### config.mk
export PLATFORM = sky130hd
export DESIGN_NAME = pc_gen
export DESIGN_NICKNAME = d
export VERILOG_FILES = /design/src/rtl/pc_gen.sv
export SDC_FILE = /design/constraint.sdc
export NUM_CORES = 1
export LEC_CHECK = 0
export CAP_MARGIN = 20
export CORE_MARGIN = 2
export CORE_UTILIZATION = 55
export CTS_CLUSTER_SIZE = 8
export DETAILED_ROUTE_END_ITERATION = 16
export GPL_TIMING_DRIVEN = 0
export HOLD_SLACK_MARGIN = 0.12
export PLACE_DENSITY_LB_ADDON = 0.15
export REMOVE_ABC_BUFFERS = 1
export SLEW_MARGIN = 40
export SYNTH_ARGS = -nofsm -noshare
export SYNTH_HDL_FRONTEND = slang
export SYNTH_SLANG_ARGS = --single-unit
### constraint.sdc
create_clock -name clk -period 12.9 [get_ports clk]
set_clock_uncertainty 0.15 [all_clocks]
set_input_delay 2.58 -clock clk [delete_from_list [all_inputs] [get_ports clk]]
set_output_delay 2.58 -clock clk [all_outputs]
set_load 0.01 [all_outputs]
### src/rtl/pc_gen.sv
// pc_gen: fetch program-counter generator.
// Holds the fetch PC and offers it to instruction memory over a valid/ready
// handshake. It resolves conditional branches, JAL and JALR, and buffers a
// redirect that arrives while fetch is blocked.
// Optional feature macro: MISALIGN_CHECK_EN. When it is defined, a taken
// target with bit 1 set is sent to TRAP_VECTOR and reported. When it is
// undefined, target[1:0] is forced to 00.
//
// Handshake: o_pc is a fetch request whenever o_pc_valid is 1. The request is
// accepted on a rising clk edge where o_pc_valid & i_fetch_ready are both 1.
// o_pc does not change while o_pc_valid & !i_fetch_ready, unless rst is
// asserted.
module pc_gen #(
  parameter int              XLEN         = 32,
  parameter logic [XLEN-1:0] RESET_VECTOR = '0,
  parameter logic [XLEN-1:0] TRAP_VECTOR  = XLEN'(32'h0000_0100)
) (
  input  logic            clk,
  input  logic            rst,
  input  logic            i_stall,
  input  logic            i_fetch_ready,
  output logic [XLEN-1:0] o_pc,
  output logic            o_pc_valid,
  input  logic [XLEN-1:0] i_ex_pc,
  input  logic [XLEN-1:0] i_imm,
  input  logic [XLEN-1:0] i_rs1_val,
  input  logic [XLEN-1:0] i_rs2_val,
  input  logic            i_br_en,
  input  logic [2:0]      i_br_op,
  input  logic [1:0]      i_jump,
  output logic [XLEN-1:0] o_link,
  output logic            o_flush,
  output logic            o_misalign,
  output logic [XLEN-1:0] o_bad_target,
  output logic [1:0]      o_state
);

  typedef enum logic [1:0] {
    ST_RESET = 2'd0,
    ST_RUN   = 2'd1,
    ST_PEND  = 2'd2
  } state_t;

  state_t          r_state, w_state_n;
  logic [XLEN-1:0] r_pc, w_pc_n;
  logic [XLEN-1:0] r_pend_pc, w_pend_pc_n;
  logic            r_pend_bad, w_pend_bad_n;
  logic [XLEN-1:0] r_pend_raw, w_pend_raw_n;
  logic            r_misalign, w_misalign_n;
  logic [XLEN-1:0] r_bad_target, w_bad_target_n;

  logic            w_cond;
  logic            w_is_jal;
  logic            w_is_jalr;
  logic            w_taken;
  logic [XLEN-1:0] w_target;
  logic [XLEN-1:0] w_eff_target;
  logic            w_bad;

  // Branch condition from funct3; codes not listed are never taken.
  always_comb begin
    w_cond = 1'b0;
    case (i_br_op)
      3'b000:  w_cond = (i_rs1_val == i_rs2_val);
      3'b001:  w_cond = (i_rs1_val != i_rs2_val);
      3'b100:  w_cond = ($signed(i_rs1_val) <  $signed(i_rs2_val));
      3'b101:  w_cond = ($signed(i_rs1_val) >= $signed(i_rs2_val));
      3'b110:  w_cond = (i_rs1_val <  i_rs2_val);
      3'b111:  w_cond = (i_rs1_val >= i_rs2_val);
      default: w_cond = 1'b0;
    endcase
  end

  assign w_is_jal  = (i_jump == 2'b01);
  assign w_is_jalr = (i_jump == 2'b10);
  assign w_taken   = (i_br_en & w_cond) | w_is_jal | w_is_jalr;

  // Raw target: the jump has priority, which only matters for JALR's base.
  always_comb begin
    w_target = i_ex_pc + i_imm;
    if (w_is_jalr) begin
      w_target = (i_rs1_val + i_imm) & ~XLEN'(1);
    end
  end

`ifdef MISALIGN_CHECK_EN
  assign w_bad        = w_taken & w_target[1];
  assign w_eff_target = w_bad ? TRAP_VECTOR : w_target;
`else
  assign w_bad        = 1'b0;
  assign w_eff_target = w_target & ~XLEN'(3);
`endif

  assign o_link       = i_ex_pc + XLEN'(4);
  assign o_flush      = w_taken;
  assign o_pc         = r_pc;
  assign o_pc_valid   = (r_state != ST_RESET);
  assign o_misalign   = r_misalign;
  assign o_bad_target = r_bad_target;
  assign o_state      = r_state;

  // Next-state and next-PC selection; the youngest redirect always wins.
  always_comb begin
    w_state_n      = r_state;
    w_pc_n         = r_pc;
    w_pend_pc_n    = r_pend_pc;
    w_pend_bad_n   = r_pend_bad;
    w_pend_raw_n   = r_pend_raw;
    w_misalign_n   = 1'b0;
    w_bad_target_n = r_bad_target;
    case (r_state)
      ST_RESET: begin
        w_state_n = ST_RUN;
      end
      ST_RUN, ST_PEND: begin
        if (w_taken) begin
          if (i_fetch_ready) begin
            w_pc_n    = w_eff_target;
            w_state_n = ST_RUN;
            if (w_bad) begin
              w_misalign_n   = 1'b1;
              w_bad_target_n = w_target;
            end
          end else begin
            w_pend_pc_n  = w_eff_target;
            w_pend_bad_n = w_bad;
            w_pend_raw_n = w_target;
            w_state_n    = ST_PEND;
          end
        end else if (r_state == ST_PEND) begin
          if (i_fetch_ready) begin
            w_pc_n       = r_pend_pc;
            w_misalign_n = r_pend_bad;
            if (r_pend_bad) begin
              w_bad_target_n = r_pend_raw;
            end
            w_state_n = ST_RUN;
          end
        end else if (i_fetch_ready && !i_stall) begin
          w_pc_n = r_pc + XLEN'(4);
        end
      end
      default: begin
        w_state_n = ST_RESET;
      end
    endcase
  end

  // State and PC registers with synchronous reset.
  always_ff @(posedge clk) begin
    if (rst) begin
      r_state      <= ST_RESET;
      r_pc         <= RESET_VECTOR;
      r_pend_pc    <= '0;
      r_pend_bad   <= 1'b0;
      r_pend_raw   <= '0;
      r_misalign   <= 1'b0;
      r_bad_target <= '0;
    end else begin
      r_state      <= w_state_n;
      r_pc         <= w_pc_n;
      r_pend_pc    <= w_pend_pc_n;
      r_pend_bad   <= w_pend_bad_n;
      r_pend_raw   <= w_pend_raw_n;
      r_misalign   <= w_misalign_n;
      r_bad_target <= w_bad_target_n;
    end
  end

endmodule
-- After elaboration in Yosys (flattened, before gate mapping)
Cells that the tools add are included.
Widths: inputs -> output; s select.
- input bits: 138
- logic and storage cells: 63
- register bits after elaboration: 130
- bitwise operators: 7
- reductions and logical operators: 13
- mux-type cells: 13
- equal/unequal tests: 15
- $add $sub $neg: 4
- magnitude comparators: 4
- operator list (kind ; count):
    $mux 32 ; 6
    $add 32x3->32 const B ; 2
    $add 32x32->32 ; 2
    $ge 32x32->1 ; 2
    $lt 32x32->1 ; 2
    $eq 32x32->1 ; 1
    $ne 32x32->1 ; 1
    $eq 3x3->1 const B ; 4
    $mux 2 ; 4
    $ne 3x3->1 const B ; 2
    $pmux 1 s6 ; 1
    $reduce_and 5->1 ; 1
    $eq 2x1->1 const B ; 2
    $eq 2x2->1 const B ; 2
    $ne 2x2->1 const B ; 2
    $not 1->1 ; 4
    $pmux 2 s2 ; 1
    $reduce_and 2->1 ; 2
    $reduce_and 4->1 ; 1
    $reduce_or 4->1 ; 1
    $eq 3x1->1 const B ; 1
    $logic_not 3->1 ; 1
    $reduce_and 3->1 ; 1
    $reduce_bool 3->1 ; 1
    other kinds (8) ; 9

-- Depth between registers and ports, before layout
- word-level depth: 7
- gate-level depth with buffers: 15

-- Least setup slack after synthesis
OpenSTA, ideal clock, no wires.
- path type: input -> output
- start: in i_rs2_val[21]
- end: out o_flush
- path buffers: 1
- cell stages on the path: 12
- setup slack: 5.216 ns
- arrival time: 4.954 ns
- required time: 10.170 ns
- cell sequence: inv_1 ha_1 a211oi_2 o21ai_1 a221o_1 a211o_1 nor3_1 a211oi_4 o311a_4 nor2_4 inv_2 buf_2
- word-level cells in the longest chain between the ends: 5
- elaborated cells on any way between the ends: 10
- classes of those cells: 4 x order compare; 2 x eq/ne; 1 x mux; 3 x bitwise
- ends and longest elaborated chain (element ; line ; text):
    start: declaration ; 27 ; input logic [XLEN-1:0] i_rs2_val,
    $ge 32x32->1 (tied with other cells) ; 69 ; 3'b111: w_cond = (i_rs1_val >= i_rs2_val);
    $pmux 1 s6 * ; 63 ; case (i_br_op)
    $and 1x1->1 * ; 76 ; assign w_taken = (i_br_en & w_cond) | w_is_jal | w_is_jalr;
    $or 1x1->1 * (2 in a row) ; 76 ;
    end: declaration ; 32 ; output logic o_flush,
Every way passes the cells marked *; elsewhere a longest branch is shown, timed or not.

-- Final worst setup path
- start: in i_rs1_val[1]
- end: out o_flush
- word-level cells in the longest chain between the ends: 5
- elaborated cells on any way between the ends: 10
- classes of those cells: 4 x order compare; 2 x eq/ne; 1 x mux; 3 x bitwise
- ends and longest elaborated chain (element ; line ; text):
    start: declaration ; 26 ; input logic [XLEN-1:0] i_rs1_val,
    $ge 32x32->1 (tied with other cells) ; 69 ;
    $pmux 1 s6 * ; 63 ;
    $and 1x1->1 * ; 76 ;
    $or 1x1->1 * (2 in a row) ; 76 ;
Marked as above.

==> results.md <==
| Item | This run | Unit |
|---|---|---|
| Clock latency at the later pin of the worst-skew pair | 350 | ps |
| Reg clk slew, reported paths | 70 | ps |
| Height of the die | 137 | um |
| Final-stage net count | 1740 | - |
| Setup violation total in the final timing report | 0 | - |
| Wire length of the first global-routing pass | 47000 | um |
| Root cell of the clock tree | sky130_fd_sc_hd__clkbuf_16 | - |
| Required time worst endpoint | 10170 | ps |
| Full die area | 18700 | um2 |
| CTS Hold Buffers Added | 0 | - |
| Number of placed instances with taps included | 1715 | - |
| Unrepaired setup endpoints after global routing | false | - |
| Die X | 137 | um |
| Worst Hold Class | reg -> reg | - |
| Post-synth ARST share | 0 | % |
| Drt initial violations | 745 | - |
| Net switching power figure | 456 | uW |
| Starting density of the core | 56.2 | % |
| RePlAce Congestion | 0.967 | - |
| Antenna-violating nets left | 0 | - |
| Outcome | completed | - |
| Part of the cycle the worst path needs | 76.5 | % |
| Number of top-level pins | 239 | - |
| Initial antenna violation count | 0 | - |
| Maximum number of pins on one net before global-route repair | 58 | - |
| Total grt overflow | 0 | - |
| Overall global routing resource usage | 31.4 | % |
| Growth of design area from synthesis to finish | 30.2 | % |
| Worst Setup End Kind | output pin | - |
| Register bit total from synthesis | 98 | - |
| Area of the core region | 17200 | um2 |
| Vias | 10271 | - |
| Number of placement rows | 48 | - |
| TritonRoute pass-1 iters | 5 | - |
| Maximum Capacitance Violations | 0 | - |
| Fin worst setup slack | 3030 | ps |
| Post-detailed-placement half-perimeter wirelength | 24000 | um |
| Total CTS buffers | 9 | - |
| Slew at the pin with the worst max-slew slack | 880 | ps |
| Switching fraction of total power | 36.9 | % |
| Critical path startpoint category | input pin | - |
| Worst min-delay path startpoint | r_pend_raw[0] | - |
| Number of standard cells after synthesis | 1304 | - |
| Internal power of the cells | 780 | uW |
| Average wire per cell in the routed design | 17.3 | um |
| Power per standard cell area | 98.0 | nW/um2 |
| Static leakage power | 0.00521 | uW |
| Routed Wire Length | 29900 | um |
| Non-filler cells in the finished layout | 1731 | - |
| Fraction of power consumed by sequential logic | 31.4 | % |
| Fmax | 0.101 | GHz |
| Quantity of I/O buffers inserted on ports | 236 | - |
| Portion of total power attributed to the clock network | 24.1 | % |
| Share of final-layout standard cells stronger than drive strength 1 | 3.39 | % |
| CTS tree | done | - |
| Via count of the first global-routing pass | 9514 | - |
| Combinational cell fraction of total power | 44.5 | % |
| Largest driver fanout on the critical path | 31 | - |
| Setup TNS | 0 | ps |
| Count of flip-flops with a built-in enable after synthesis | 0 | - |
| Total count of hold-check failures in the final report | 0 | - |
| Number of distinct library cell variants in the gate-level netlist after synthesis | 75 | - |
| Clock sink count | 98 | - |
| Maximum ir drop on the vdd rail | 0.000107 | V |
| Arrival time at the worst endpoint | 7140 | ps |
| Minimum setup slack after placement | 3110 | ps |
| Final-layout fill cell count | 1370 | - |
| Source of the critical timing path | i_rs1_val[1] | - |
| Warning count from the yosys run | 0 | - |
| Setup Crit Path Kind | in -> out | - |
| Min cycle time layout | 9870 | ps |
| Postcts setup bufs | 0 | - |
| Cells resized by post-CTS repair | 0 | - |
| Longest Clk Path Bufs | 2 | - |
| # diodes | 0 | - |
| Relative max-transition margin | 40.8 | % |
| Max H-tree Level | 3 | - |
| Max Slew Vio Count | 0 | - |
| Detail-routed via count per cell | 5.93 | - |
| Residual DRC | 0 | - |
| Post-synthesis area per instance | 7.42 | um2 |
| Ys flop type | sky130_fd_sc_hd__dfxtp_1 | - |
| Netlist area before placement | 9680 | um2 |
| Fraction of the yosys area taken by sequential cells | 20.3 | % |
| Worst flop-to-flop path startpoint | o_pc[2] | - |
critical path, stage by stage:
cell and delay, ps:
sky130_fd_sc_hd__clkdlybuf4s50_1 480, sky130_fd_sc_hd__ha_1 320, sky130_fd_sc_hd__nor2b_1 120, sky130_fd_sc_hd__o211ai_1 90
sky130_fd_sc_hd__a2111o_1 410, sky130_fd_sc_hd__a311oi_2 540, sky130_fd_sc_hd__o21ai_0 180, sky130_fd_sc_hd__o311a_1 200
sky130_fd_sc_hd__o311a_4 420, sky130_fd_sc_hd__nor2_4 650, sky130_fd_sc_hd__inv_2 510, sky130_fd_sc_hd__clkdlybuf4s50_1 610
cells by family (layout without fill, tap and decap cells):
logic type               count (synthesis)  count (layout)  share of synthesized area, %
AND/OR/NAND/NOR                        508             508                          23.8
AO/OA/AOI/OAI                          319             319                          22.4
buffers and inverters                  118             319                          5.22
XOR/XNOR                               108             108                          9.77
adder cells (fa/ha/maj)                101             101                          13.2
flip-flops                              98              98                          20.3
multiplexers                            51              51                          5.33
other                                    1               2                        0.0387
flip-flops by register name, indices dropped and copies added (netlist names):
register / count
o_misalign: 1
o_bad_target: 32
o_state: 2
r_pend_raw: 32
r_pend_bad: 1
o_pc: 30
path summary, 6_finish.rpt:
path	to	slack, ps	cells past startpoint
min reg2reg	r_pend_raw[0]	320	2
max	o_flush	3030	12
min	r_pend_raw[0]	320	2
max reg2reg	o_pc[30]	9900	11
placed cells by master, fill, tap and decap left out, types with 4 or more instances in the layout:
| master | instances |
|---|---|
| sky130_fd_sc_hd__a211o_1 | 4 |
| sky130_fd_sc_hd__a211oi_1 | 23 |
| sky130_fd_sc_hd__a21o_1 | 26 |
| sky130_fd_sc_hd__a21oi_1 | 78 |
| sky130_fd_sc_hd__a311oi_1 | 21 |
| sky130_fd_sc_hd__a31oi_1 | 17 |
| sky130_fd_sc_hd__and2_1 | 5 |
| sky130_fd_sc_hd__and3_1 | 15 |
| sky130_fd_sc_hd__and4_1 | 5 |
| sky130_fd_sc_hd__buf_6 | 4 |
| sky130_fd_sc_hd__clkbuf_16 | 9 |
| sky130_fd_sc_hd__clkdlybuf4s50_1 | 235 |
| sky130_fd_sc_hd__dfxtp_1 | 98 |
| sky130_fd_sc_hd__ha_1 | 98 |
| sky130_fd_sc_hd__inv_1 | 57 |
| sky130_fd_sc_hd__mux2_2 | 4 |
| sky130_fd_sc_hd__mux2i_1 | 47 |
| sky130_fd_sc_hd__nand2_1 | 155 |
| sky130_fd_sc_hd__nand2b_1 | 20 |
| sky130_fd_sc_hd__nand3_1 | 51 |
| sky130_fd_sc_hd__nand3b_1 | 4 |
| sky130_fd_sc_hd__nand4_1 | 27 |
| sky130_fd_sc_hd__nor2_1 | 166 |
| sky130_fd_sc_hd__nor2b_1 | 6 |
| sky130_fd_sc_hd__nor3_1 | 31 |
| sky130_fd_sc_hd__nor4_1 | 6 |
| sky130_fd_sc_hd__o211ai_1 | 15 |
| sky130_fd_sc_hd__o21a_1 | 15 |
| sky130_fd_sc_hd__o21ai_0 | 60 |
| sky130_fd_sc_hd__o21bai_1 | 8 |
| sky130_fd_sc_hd__o22ai_1 | 6 |
| sky130_fd_sc_hd__o31ai_1 | 6 |
| sky130_fd_sc_hd__or3_1 | 6 |
| sky130_fd_sc_hd__xnor2_1 | 67 |
| sky130_fd_sc_hd__xor2_1 | 41 |
stage by stage:
stage | total power, uW | hold WS, ps | instance area (um2) | util [%]
CTS | 1230 | 317 | 12600 | 73.1
finish | 1240 | 322 | 12600 | 73.1
global route | 1300 | 357 | 12600 | 73.1
floorplan | 707 | 275 | 9400 | -
detailed placement | 930 | 307 | 12300 | 71.1
global placement | 906 | 291 | 12000 | 69.9
metal layers:
layer | track usage, % | part of all wire, % | vias up
met5 | 0 | 0 | -
met3 | 4.63 | 7.9 | 32
met4 | 7.58 | 1.5 | 0
met1 | 42.7 | 45 | 4698
li1 | - | - | 5072
met2 | 52.3 | 46 | 469
cells in the mapped netlist (17+ instances only):
library cell               number  share of area [%]
sky130_fd_sc_hd__nand2_1      155                6.0
sky130_fd_sc_hd__ha_1          99                 13
sky130_fd_sc_hd__clkbuf_1      35                1.4
sky130_fd_sc_hd__inv_1         57                2.2
sky130_fd_sc_hd__nand2b_1      21                1.4
sky130_fd_sc_hd__nor3_1        31                1.6
sky130_fd_sc_hd__a21o_1        26                2.0
sky130_fd_sc_hd__xnor2_1       67                6.1
sky130_fd_sc_hd__mux2i_1       47                4.9
sky130_fd_sc_hd__dfxtp_1       98                 20
sky130_fd_sc_hd__o21ai_0       60                3.1
sky130_fd_sc_hd__nor2_1       166                6.4
sky130_fd_sc_hd__a211oi_1      23                1.8
sky130_fd_sc_hd__nand4_1       27                1.7
sky130_fd_sc_hd__a311oi_1      21                1.9
sky130_fd_sc_hd__nand3_1       52                2.7
sky130_fd_sc_hd__xor2_1        41                3.7
sky130_fd_sc_hd__a31oi_1       17                1.1
sky130_fd_sc_hd__a21oi_1       78                4.0
cell type report:
type | instances | area (um2) | area share, %
flip-flops and latches | 98 | 1960 | 15.6
inverters | 58 | 218 | 1.73
well taps | 225 | 282 | 2.23
clock buffers | 12 | 267 | 2.12
multi-input cells | 1089 | 7280 | 57.8
clock inverters | 4 | 72.6 | 0.576
repair buffers | 245 | 2520 | 20.0
power by group through the flow:
stage | registers, uW | logic, uW | clock network [uW]
6_report | 388 | 549 | 298
5_1_grt | 392 | 601 | 311
4_1_cts | 386 | 543 | 299
3_5_place_dp | 392 | 539 | 0
3_3_place_gp | 390 | 516 | 0
2_1_floorplan | 388 | 319 | 0
Note: power is estimated with default switching activity, not from simulation.
